**src/rtl/riscv_multicycle_core.sv**
```systemverilog
// Multi-cycle RV32I-subset core. Every instruction walks an FSM
// (FETCH/DECODE/EXECUTE/MEM/WB) over a single shared memory port with a
// req/ready handshake, so any access can be stretched by slow memory.
// EBREAK parks the core in HALT. Illegal encodings, out-of-range register
// indices and misaligned targets park it in TRAP with the PC left on the
// faulting instruction.
module riscv_multicycle_core #(
    parameter logic [31:0] RESET_PC = 32'h0000_0000,
    parameter int          NUM_REGS = 32,
    parameter int          ADDR_W   = 32
) (
    input  logic              clk,
    input  logic              rst,
    output logic              mem_req,
    output logic              mem_we,
    output logic [ADDR_W-1:0] mem_addr,
    output logic [31:0]       mem_wdata,
    input  logic [31:0]       mem_rdata,
    input  logic              mem_ready,
    output logic              halted,
    output logic              trap,
    output logic [31:0]       instret,
    output logic [ADDR_W-1:0] pc_out
);

    localparam logic [2:0] ST_FETCH   = 3'd0;
    localparam logic [2:0] ST_DECODE  = 3'd1;
    localparam logic [2:0] ST_EXECUTE = 3'd2;
    localparam logic [2:0] ST_MEM     = 3'd3;
    localparam logic [2:0] ST_WB      = 3'd4;
    localparam logic [2:0] ST_HALT    = 3'd5;
    localparam logic [2:0] ST_TRAP    = 3'd6;

    localparam int         IDX_W = $clog2(NUM_REGS);
    localparam logic [5:0] NREG  = 6'(NUM_REGS);

    // Architectural and micro-architectural state
    logic [2:0]        state_reg;
    logic [ADDR_W-1:0] pc_reg;
    logic [31:0]       ir_reg;
    logic [31:0]       a_reg;
    logic [31:0]       b_reg;
    logic [31:0]       alu_out_reg;
    logic [31:0]       mdr_reg;
    logic [31:0]       instret_reg;
    logic [31:0]       reg_file [NUM_REGS];

    // Instruction fields
    logic [6:0] opcode;
    logic [4:0] rd;
    logic [2:0] funct3;
    logic [4:0] rs1;
    logic [4:0] rs2;
    logic [6:0] funct7;

    assign opcode = ir_reg[6:0];
    assign rd     = ir_reg[11:7];
    assign funct3 = ir_reg[14:12];
    assign rs1    = ir_reg[19:15];
    assign rs2    = ir_reg[24:20];
    assign funct7 = ir_reg[31:25];

    // Sign-extended immediates for every format
    logic [31:0] imm_i;
    logic [31:0] imm_s;
    logic [31:0] imm_b;
    logic [31:0] imm_j;
    logic [31:0] imm_u;

    assign imm_i = {{20{ir_reg[31]}}, ir_reg[31:20]};
    assign imm_s = {{20{ir_reg[31]}}, ir_reg[31:25], ir_reg[11:7]};
    assign imm_b = {{19{ir_reg[31]}}, ir_reg[31], ir_reg[7], ir_reg[30:25], ir_reg[11:8], 1'b0};
    assign imm_j = {{11{ir_reg[31]}}, ir_reg[31], ir_reg[19:12], ir_reg[20], ir_reg[30:21], 1'b0};
    assign imm_u = {ir_reg[31:12], 12'b0};

    // Instruction class flags
    logic is_op;
    logic is_opimm;
    logic is_load;
    logic is_store;
    logic is_branch;
    logic is_jal;
    logic is_jalr;
    logic is_lui;
    logic is_ebreak;
    logic legal;

    assign is_op     = (opcode == 7'b0110011);
    assign is_opimm  = (opcode == 7'b0010011);
    assign is_load   = (opcode == 7'b0000011);
    assign is_store  = (opcode == 7'b0100011);
    assign is_branch = (opcode == 7'b1100011);
    assign is_jal    = (opcode == 7'b1101111);
    assign is_jalr   = (opcode == 7'b1100111);
    assign is_lui    = (opcode == 7'b0110111);
    assign is_ebreak = (ir_reg == 32'h0010_0073);

    // Only the supported funct3/funct7 combinations are legal
    always_comb begin
        legal = 1'b0;
        case (opcode)
            7'b0110011: begin
                if (funct7 == 7'b0000000)
                    legal = (funct3 != 3'b011);
                else if (funct7 == 7'b0100000)
                    legal = (funct3 == 3'b000) || (funct3 == 3'b101);
            end
            7'b0010011: legal = (funct3 == 3'b000) || (funct3 == 3'b111) || (funct3 == 3'b110) ||
                                (funct3 == 3'b100) || (funct3 == 3'b010);
            7'b0000011: legal = (funct3 == 3'b010);
            7'b0100011: legal = (funct3 == 3'b010);
            7'b1100011: legal = (funct3 == 3'b000) || (funct3 == 3'b001) || (funct3 == 3'b100);
            7'b1101111: legal = 1'b1;
            7'b1100111: legal = (funct3 == 3'b000);
            7'b0110111: legal = 1'b1;
            7'b1110011: legal = is_ebreak;
            default:    legal = 1'b0;
        endcase
    end

    // Register indices actually used by the instruction; unused fields are don't-care
    logic uses_rs1;
    logic uses_rs2;
    logic uses_rd;
    logic bad_reg;

    assign uses_rs1 = is_op | is_opimm | is_load | is_store | is_branch | is_jalr;
    assign uses_rs2 = is_op | is_store | is_branch;
    assign uses_rd  = is_op | is_opimm | is_load | is_jal | is_jalr | is_lui;
    assign bad_reg  = (uses_rs1 && ({1'b0, rs1} >= NREG)) ||
                      (uses_rs2 && ({1'b0, rs2} >= NREG)) ||
                      (uses_rd  && ({1'b0, rd}  >= NREG));

    // ALU: second operand is B for R-type, immediate for I-type
    logic [31:0] alu_b;
    logic [31:0] alu_result;

    assign alu_b = is_op ? b_reg : imm_i;

    always_comb begin
        alu_result = 32'h0;
        case (funct3)
            3'b000:  alu_result = (is_op && funct7[5]) ? (a_reg - alu_b) : (a_reg + alu_b);
            3'b111:  alu_result = a_reg & alu_b;
            3'b110:  alu_result = a_reg | alu_b;
            3'b100:  alu_result = a_reg ^ alu_b;
            3'b010:  alu_result = {31'b0, ($signed(a_reg) < $signed(alu_b))};
            3'b001:  alu_result = a_reg << alu_b[4:0];
            3'b101:  alu_result = funct7[5] ? 32'($signed(a_reg) >>> alu_b[4:0])
                                            : (a_reg >> alu_b[4:0]);
            default: alu_result = 32'h0;
        endcase
    end

    // Branch condition and control-flow targets (PC arithmetic wraps at ADDR_W)
    logic              branch_taken;
    logic [ADDR_W-1:0] pc_plus4;
    logic [ADDR_W-1:0] branch_target;
    logic [ADDR_W-1:0] jump_target;
    logic [31:0]       eff_addr;
    logic [31:0]       jalr_sum;

    always_comb begin
        branch_taken = 1'b0;
        case (funct3)
            3'b000:  branch_taken = (a_reg == b_reg);
            3'b001:  branch_taken = (a_reg != b_reg);
            3'b100:  branch_taken = ($signed(a_reg) < $signed(b_reg));
            default: branch_taken = 1'b0;
        endcase
    end

    assign pc_plus4      = pc_reg + ADDR_W'(4);
    assign branch_target = pc_reg + ADDR_W'(imm_b);
    assign jalr_sum      = (a_reg + imm_i) & ~32'd1;
    assign jump_target   = is_jal ? (pc_reg + ADDR_W'(imm_j)) : ADDR_W'(jalr_sum);
    assign eff_addr      = a_reg + (is_store ? imm_s : imm_i);

    // Write-back port into the register file
    logic        wb_en;
    logic [31:0] wb_data;

    assign wb_en   = (state_reg == ST_WB) && uses_rd && (rd != 5'd0);
    assign wb_data = is_load ? mdr_reg : alu_out_reg;

    // Register file: cleared on reset, x0 never written so it always reads 0
    always_ff @(posedge clk) begin
        if (rst) begin
            for (int i = 0; i < NUM_REGS; i++)
                reg_file[i] <= 32'h0;
        end else if (wb_en) begin
            reg_file[rd[IDX_W-1:0]] <= wb_data;
        end
    end

    // Main FSM: sequences each instruction and owns PC, IR, A/B, ALUOut, MDR, instret
    always_ff @(posedge clk) begin
        if (rst) begin
            state_reg   <= ST_FETCH;
            pc_reg      <= ADDR_W'(RESET_PC);
            ir_reg      <= 32'h0;
            a_reg       <= 32'h0;
            b_reg       <= 32'h0;
            alu_out_reg <= 32'h0;
            mdr_reg     <= 32'h0;
            instret_reg <= 32'h0;
        end else begin
            case (state_reg)
                ST_FETCH: begin
                    if (mem_ready) begin
                        ir_reg    <= mem_rdata;
                        state_reg <= ST_DECODE;
                    end
                end
                ST_DECODE: begin
                    a_reg <= reg_file[rs1[IDX_W-1:0]];
                    b_reg <= reg_file[rs2[IDX_W-1:0]];
                    if (!legal || bad_reg)
                        state_reg <= ST_TRAP;
                    else if (is_ebreak)
                        state_reg <= ST_HALT;
                    else
                        state_reg <= ST_EXECUTE;
                end
                ST_EXECUTE: begin
                    if (is_branch) begin
                        // Branches retire here; a misaligned taken target faults instead
                        if (branch_taken && (branch_target[1:0] != 2'b00)) begin
                            state_reg <= ST_TRAP;
                        end else begin
                            pc_reg      <= branch_taken ? branch_target : pc_plus4;
                            instret_reg <= instret_reg + 32'd1;
                            state_reg   <= ST_FETCH;
                        end
                    end else if (is_jal || is_jalr) begin
                        if (jump_target[1:0] != 2'b00) begin
                            state_reg <= ST_TRAP;
                        end else begin
                            alu_out_reg <= 32'(pc_plus4);
                            pc_reg      <= jump_target;
                            state_reg   <= ST_WB;
                        end
                    end else if (is_load || is_store) begin
                        alu_out_reg <= eff_addr;
                        state_reg   <= (eff_addr[1:0] != 2'b00) ? ST_TRAP : ST_MEM;
                    end else if (is_lui) begin
                        alu_out_reg <= imm_u;
                        state_reg   <= ST_WB;
                    end else begin
                        alu_out_reg <= alu_result;
                        state_reg   <= ST_WB;
                    end
                end
                ST_MEM: begin
                    if (mem_ready) begin
                        if (is_load) begin
                            mdr_reg   <= mem_rdata;
                            state_reg <= ST_WB;
                        end else begin
                            pc_reg      <= pc_plus4;
                            instret_reg <= instret_reg + 32'd1;
                            state_reg   <= ST_FETCH;
                        end
                    end
                end
                ST_WB: begin
                    // Jumps already moved the PC in EXECUTE
                    if (!(is_jal || is_jalr))
                        pc_reg <= pc_plus4;
                    instret_reg <= instret_reg + 32'd1;
                    state_reg   <= ST_FETCH;
                end
                ST_HALT:  state_reg <= ST_HALT;
                ST_TRAP:  state_reg <= ST_TRAP;
                default:  state_reg <= ST_TRAP;
            endcase
        end
    end

    // Memory port: driven straight from state so it holds steady while mem_ready is low
    always_comb begin
        mem_req   = 1'b0;
        mem_we    = 1'b0;
        mem_addr  = '0;
        mem_wdata = 32'h0;
        if (!rst) begin
            if (state_reg == ST_FETCH) begin
                mem_req  = 1'b1;
                mem_addr = pc_reg;
            end else if (state_reg == ST_MEM) begin
                mem_req   = 1'b1;
                mem_we    = is_store;
                mem_addr  = ADDR_W'(alu_out_reg);
                mem_wdata = is_store ? b_reg : 32'h0;
            end
        end
    end

    assign halted  = (state_reg == ST_HALT) || (state_reg == ST_TRAP);
    assign trap    = (state_reg == ST_TRAP);
    assign instret = instret_reg;
    assign pc_out  = pc_reg;

endmodule

```
**config.mk**
```make
export PLATFORM = sky130hd
export DESIGN_NAME = riscv_multicycle_core
export DESIGN_NICKNAME = d
export VERILOG_FILES = /design/src/rtl/riscv_multicycle_core.sv
export SDC_FILE = /design/constraint.sdc
export NUM_CORES = 2
export LEC_CHECK = 0
export BUFFER_PORTS_ARGS = -buffer_cell sky130_fd_sc_hd__buf_2
export CORE_ASPECT_RATIO = 0.75
export CORE_MARGIN = 10
export CORE_UTILIZATION = 33
export CTS_BUF_LIST = sky130_fd_sc_hd__clkbuf_4 sky130_fd_sc_hd__clkbuf_8
export CTS_CLUSTER_SIZE = 25
export DETAILED_ROUTE_END_ITERATION = 6
export SETUP_SLACK_MARGIN = 0.2
export SYNTH_ARGS = -nofsm -noshare
export SYNTH_HDL_FRONTEND = slang
export SYNTH_SLANG_ARGS = --single-unit
```
**constraint.sdc**
```tcl
create_clock -name clk -period 10.5 [get_ports clk]
set_input_delay 2.1 -clock clk [delete_from_list [all_inputs] [get_ports clk]]
set_output_delay 2.1 -clock clk [all_outputs]
set_load 0.1 [all_outputs]
```
Yosys cells after proc, flatten, opt, wreduce, memory -nomap -nowiden
Memory sizes are Yosys's and may differ from the RTL's. A register that Yosys moved wholly into a read port is not among the register bits.
Cells that the tools add are included.
{"block": "word_totals", "regBits": 163, "ram_bits": 1024, "output_inout_bits": 132, "word_cells": 158, "mem_count": 1}
{"name": "reg_file", "words": 32, "width": 32, "rd": 2, "rd_ports_with_merged_regs": 2, "wr": 32, "line_no": "46", "source": "logic [31:0] reg_file [NUM_REGS];"}
{"block": "op_classes", "addsub": 8, "order_cmp": 2, "n_eq_ne": 36, "shifts": 3, "n_mux": 62, "bitwise_logic": 9, "n_reduce_logical": 31}
{"op": "$mux W32", "count": 29}
{"op": "$pmux W32 S7", "count": 1}
{"op": "$pmux W32 S3", "count": 2}
{"op": "$add A32 B32 Y32", "count": 5}
{"op": "$lt A32 B32 Y1", "count": 2}
{"op": "$add A32 B1 Y32 const B", "count": 1}
{"op": "$add A32 B3 Y32 const B", "count": 1}
{"op": "$and A32 B32 Y32", "count": 1}
{"op": "$eq A32 B21 Y1 const B", "count": 1}
{"op": "$eq A32 B32 Y1", "count": 1}
{"op": "$ne A32 B32 Y1", "count": 1}
{"op": "$or A32 B32 Y32", "count": 1}
{"op": "$reduce_or A32 Y1", "count": 1}
{"op": "$shl A32 B5 Y32", "count": 1}
{"op": "$shr A32 B5 Y32", "count": 1}
{"op": "$sshr A32 B5 Y32", "count": 1}
{"op": "$sub A32 B32 Y32", "count": 1}
{"op": "$xor A32 B32 Y32", "count": 1}
{"op": "$mux W3", "count": 10}
{"op": "$eq A7 B6 Y1 const B", "count": 4}
{"op": "$eq A7 B7 Y1 const B", "count": 4}
{"op": "$eq A3 B3 Y1 const B", "count": 7}
{"op": "$pmux W3 S6", "count": 1}
{"op": "$mux W1", "count": 14}
{"op": "25 further kinds", "count": 59}

Logic depth before layout (Yosys ltp)
{"block": "logic_depth", "word_depth": 13, "depth_mapped": 23}

Least setup slack after synthesis
No wires, ideal clock.
{"block": "synth_timing", "path_type": "input-to-output", "start": "input rst", "end": "output mem_wdata[10]", "t_arrival_ps": 5608, "setup_slack_ps": 2792, "path_stages": 4, "n_path_buf": 3, "path_cell_list": "clkbuf_1 > clkbuf_1 > clkbuf_1 > nor4_1"}
{"block": "synth_via", "elab_chain_cells": 1}
{"element": "start: declaration", "line_no": "13", "source": "input logic rst,"}
{"element": "$mux W32", "line_no": "286", "source": "if (!rst) begin"}
{"element": "end: declaration", "line_no": "17", "source": "output logic [31:0] mem_wdata,"}
No other way between the ends.

Final worst setup path
{"block": "layout_timing", "start": "register ir_reg[5]", "end": "register alu_out_reg[29]"}
{"block": "layout_via", "elab_chain_cells": 8}
{"element": "start: declaration", "line_no": "40", "source": "logic [31:0] ir_reg;"}
{"element": "start signal: assignment", "line_no": "211", "source": "ir_reg <= mem_rdata;"}
{"element": "$eq A7 B6 Y1", "line_no": "88", "source": "assign is_op = (opcode == 7'b0110011);"}
{"element": "$mux W32", "line_no": "138", "source": "assign alu_b = is_op ? b_reg : imm_i;"}
{"element": "$add A32 B32 Y32, or another cell as far along", "line_no": "143", "source": "3'b000: alu_result = (is_op && funct7[5]) ? (a_reg - alu_b) : (a_reg + alu_b);"}
{"element": "$mux W32, on equally long branches", "line_no": "143, 149"}
{"element": "$pmux W32 S7", "line_no": "142", "source": "case (funct3)"}
{"element": "$mux W32", "line_no": "246", "source": "end else if (is_lui) begin"}
{"element": "$mux W32", "line_no": "243", "source": "end else if (is_load || is_store) begin"}
{"element": "$mux W32", "line_no": "235", "source": "end else if (is_jal || is_jalr) begin"}
{"element": "end signal: assignment", "line_no": "239", "source": "alu_out_reg <= 32'(pc_plus4);"}
{"element": "end signal: assignment", "line_no": "244", "source": "alu_out_reg <= eff_addr;"}
{"element": "end signal: assignment", "line_no": "247", "source": "alu_out_reg <= imm_u;"}
{"element": "end: declaration", "line_no": "43", "source": "logic [31:0] alu_out_reg;"}
Parallel ways exist; a longest one is shown, timed or not.
A chain may end at the register's enable or synchronous reset.

==> out/metrics.cfg <==
[place]
place_ws_ps = 3980
dp_hpwl_um = 243000
port-buffer-count = 166
place.gp.congestion = 1.02
placed_cells = 9829

[worst_setup_path]
critical_path_class = flop to flop
worstPathMaxFanout = 62
cp_data_arrival_time_ps = 7860
r2r_start = ir_reg[5]
cp-startpoint = ir_reg[5]
startpoint_type = flop
end_kind = flop
cp.required_ps = 11410

[grt]
grt_max_degree = 125
grt_use_total_pct = 25.9
grt_pass1_wl_um = 478000
antenna_found_initial = 31
grt-ovfl-total = 0
grt_pass1_vias = 60197

[pwr]
p_sw_share_pct = 36.8
finalPower_mw = 15.0
p_per_area_nw_per_um2 = 173
vdd_drop_max_v = 0.000139
intPower_mw = 9.50
p_leak_nw = 29.0
clock_power_share_pct = 31.1
combPwrFrac_pct = 29.8
seqPwrFrac_pct = 39.2
power_switching_mw = 5.52

[floorplanning]
die_area_um2 = 255000
die_w_um = 580
initial_core_util_pct = 33.1
rows = 154
io_pins = 167
die_h_um = 440
core_um2 = 234000

[logic_synthesis]
yosys.area_share.xor_xnor_pct = 2.32
yosys.area_share.simple_pct = 12.5
yosysTopAreaCellShare_pct = 39.6
dominantRegCellSynth = edfxtp_1
synth_compound_area_share_pct = 11.5
syn_inst = 6942
synth.distinct_cells = 99
synth.avg_cell_area_um2 = 11.2
synth-edff-count = 1024
ys_top_cells_by_area = edfxtp_1, mux4_2, nor2_1, dfxtp_1, ha_1
yosys.area.top_type = edfxtp_1
synthMuxAreaShare_pct = 20.9
ys_ff_latch = 1251
synth_top_family_by_area = multiplexers
synthArstFlopShare_pct = 0
synthAdderAreaFrac_pct = 3.40
ys_warn_count = 0
synth_area_um2 = 77700
seq_area_frac_synth_pct = 45.4

[routing]
vias = 64926
routed_wl_um = 345000
dr.pass1.iters = 6
wl_per_cell_um = 33.8
vias_per_cell = 6.35
dr.first_iter.drc_count = 10823
drc = 0
ant_nets = 0

[timing]
layout_setup_ws_ps = 3550
max-slew-margin-rel_pct = -2.14
setup_tns_ps = 0
slew_violations = 1
finalHoldViolCount = 0
grt_setup_unrepaired = no
skew_ps = 87.4
fin_crit_sh_pct = 66.2
worst_pin_slew_ps = 1490
setup_viol = 0
fin_crit_ps = 6950
fmax_ghz = 0.144

[clocking]
cts_max_path_buffers = 3
hold_buffers = 0
cts_max_level = 4
cts.sinks = 1251
postCtsSetupRepairBufs = 0
clkTransAtPathRegs_ps = 60
clockRootBuffer = clkbuf_8
cts_made_buffers = 211
clock_latency_ps = 1030
cts_tree = yes
cts_resized = 0

[cells_and_area]
final_util_pct = 37.0
area_delta_synth_final_pct = 11.7
regMostFlops = reg_file
num-nets-final = 7165
fin_cells = 10228
drive_gt1_share_pct = 21.8
largest_reg_flops = 1024

[worst_hold_path]
min-delay-start = mdr_reg[18]
hold_path_class = flop to flop

[outcome]
violations = capacitance limit, slew limit
run_status = finished, violations left

[flow_run]
drv_cap = 1

cells in the final DEF (no fill, tap or decap), types with 113 or more instances in the layout:
cell,n
mux4_2,650
o21ai_0,228
edfxtp_1,1024
clkbuf_8,222
a21oi_1,434
buf_4,196
dfxtp_1,214
ha_1,203
inv_1,165
nor2_1,1330
buf_2,165
nand2_1,411
nor3_1,113
a211oi_1,131
logic make-up (layout without fill, tap and decap cells):
kind of cell | Yosys count | count (layout)
buffers and inverters | 800 | 926
flip-flops | 1251 | 1251
AO/OA/AOI/OAI | 1370 | 1370
AND/OR/NAND/NOR | 2301 | 2301
other | 1 | 41
multiplexers | 805 | 805
adder cells (fa/ha/maj) | 208 | 208
XOR/XNOR | 206 | 206
critical path: stages, from the launching register on:
cell	delay, ps
dfxtp_1	650
nand4bb_1	670
nor2_4	230
buf_4	440
o21a_2	640
inv_2	40
buf_4	360
ha_1	460
nand3_1	120
a21oi_1	170
a211oi_1	120
buf_4	210
a2111oi_0	1220
o311ai_1	440
a21oi_1	240
a211o_1	170
mux2i_1	200
nand3_1	90
a21o_1	180
a31oi_1	120
worst paths after layout:
path | endpoint | slack (ps) | cells past startpoint
min reg2reg | mdr_reg[18] | 490 | 2
max reg2reg | alu_out_reg[29] | 3550 | 19
min | mdr_reg[18] | 490 | 2
max | alu_out_reg[29] | 3550 | 19
metal layers:
| metal | part of all wire, % | track usage, % | up-vias |
|---|---|---|---|
| met1 | 42 | 38.3 | 33230 |
| met3 | 14 | 8.19 | 590 |
| met5 | 0.042 | 0 | - |
| li1 | - | - | 26173 |
| met4 | 3.9 | 9.13 | 12 |
| met2 | 40 | 35.1 | 4921 |
power by group through the flow:
stage,Clock [mW],Combinational (mW),Sequential [mW]
2_1_floorplan,0,2.57,5.91
5_1_grt,4.92,4.61,5.89
3_3_place_gp,0,4.32,5.95
4_1_cts,4.69,4.32,5.86
6_report,4.67,4.48,5.88
3_5_place_dp,0,4.31,5.96
synthesized netlist by cell type (43+ instances only):
cell type,count
nor2_1,1332
edfxtp_1,1024
mux4_2,650
clkbuf_1,508
nand2_1,472
a21oi_1,434
o21ai_0,228
dfxtp_1,227
ha_1,203
inv_1,167
mux2i_1,136
a211oi_1,131
nor3_1,114
a21o_1,110
xnor2_1,108
nand3_1,100
xor2_1,98
buf_1,81
o211ai_1,66
nor4_1,58
nand4_1,43
cell type report:
cell class	instances	area, um2
clock inverters	91	791
flip-flops and latches	1251	35300
inverters	171	642
fillers	22725	148000
repair buffers	365	2370
clock buffers	299	3630
multi-input cells	4922	40100
well taps	3120	3900
diodes	9	22.5
metrics by stage:
step / hold slack (ps) / cell area, um2
6_report: 489 / 86800
3_3_place_gp: 470 / 82300
2_1_floorplan: 432 / 77800
3_5_place_dp: 479 / 82300
5_1_grt: 510 / 86800
4_1_cts: 488 / 86800
(Power assumes the default switching activity.)
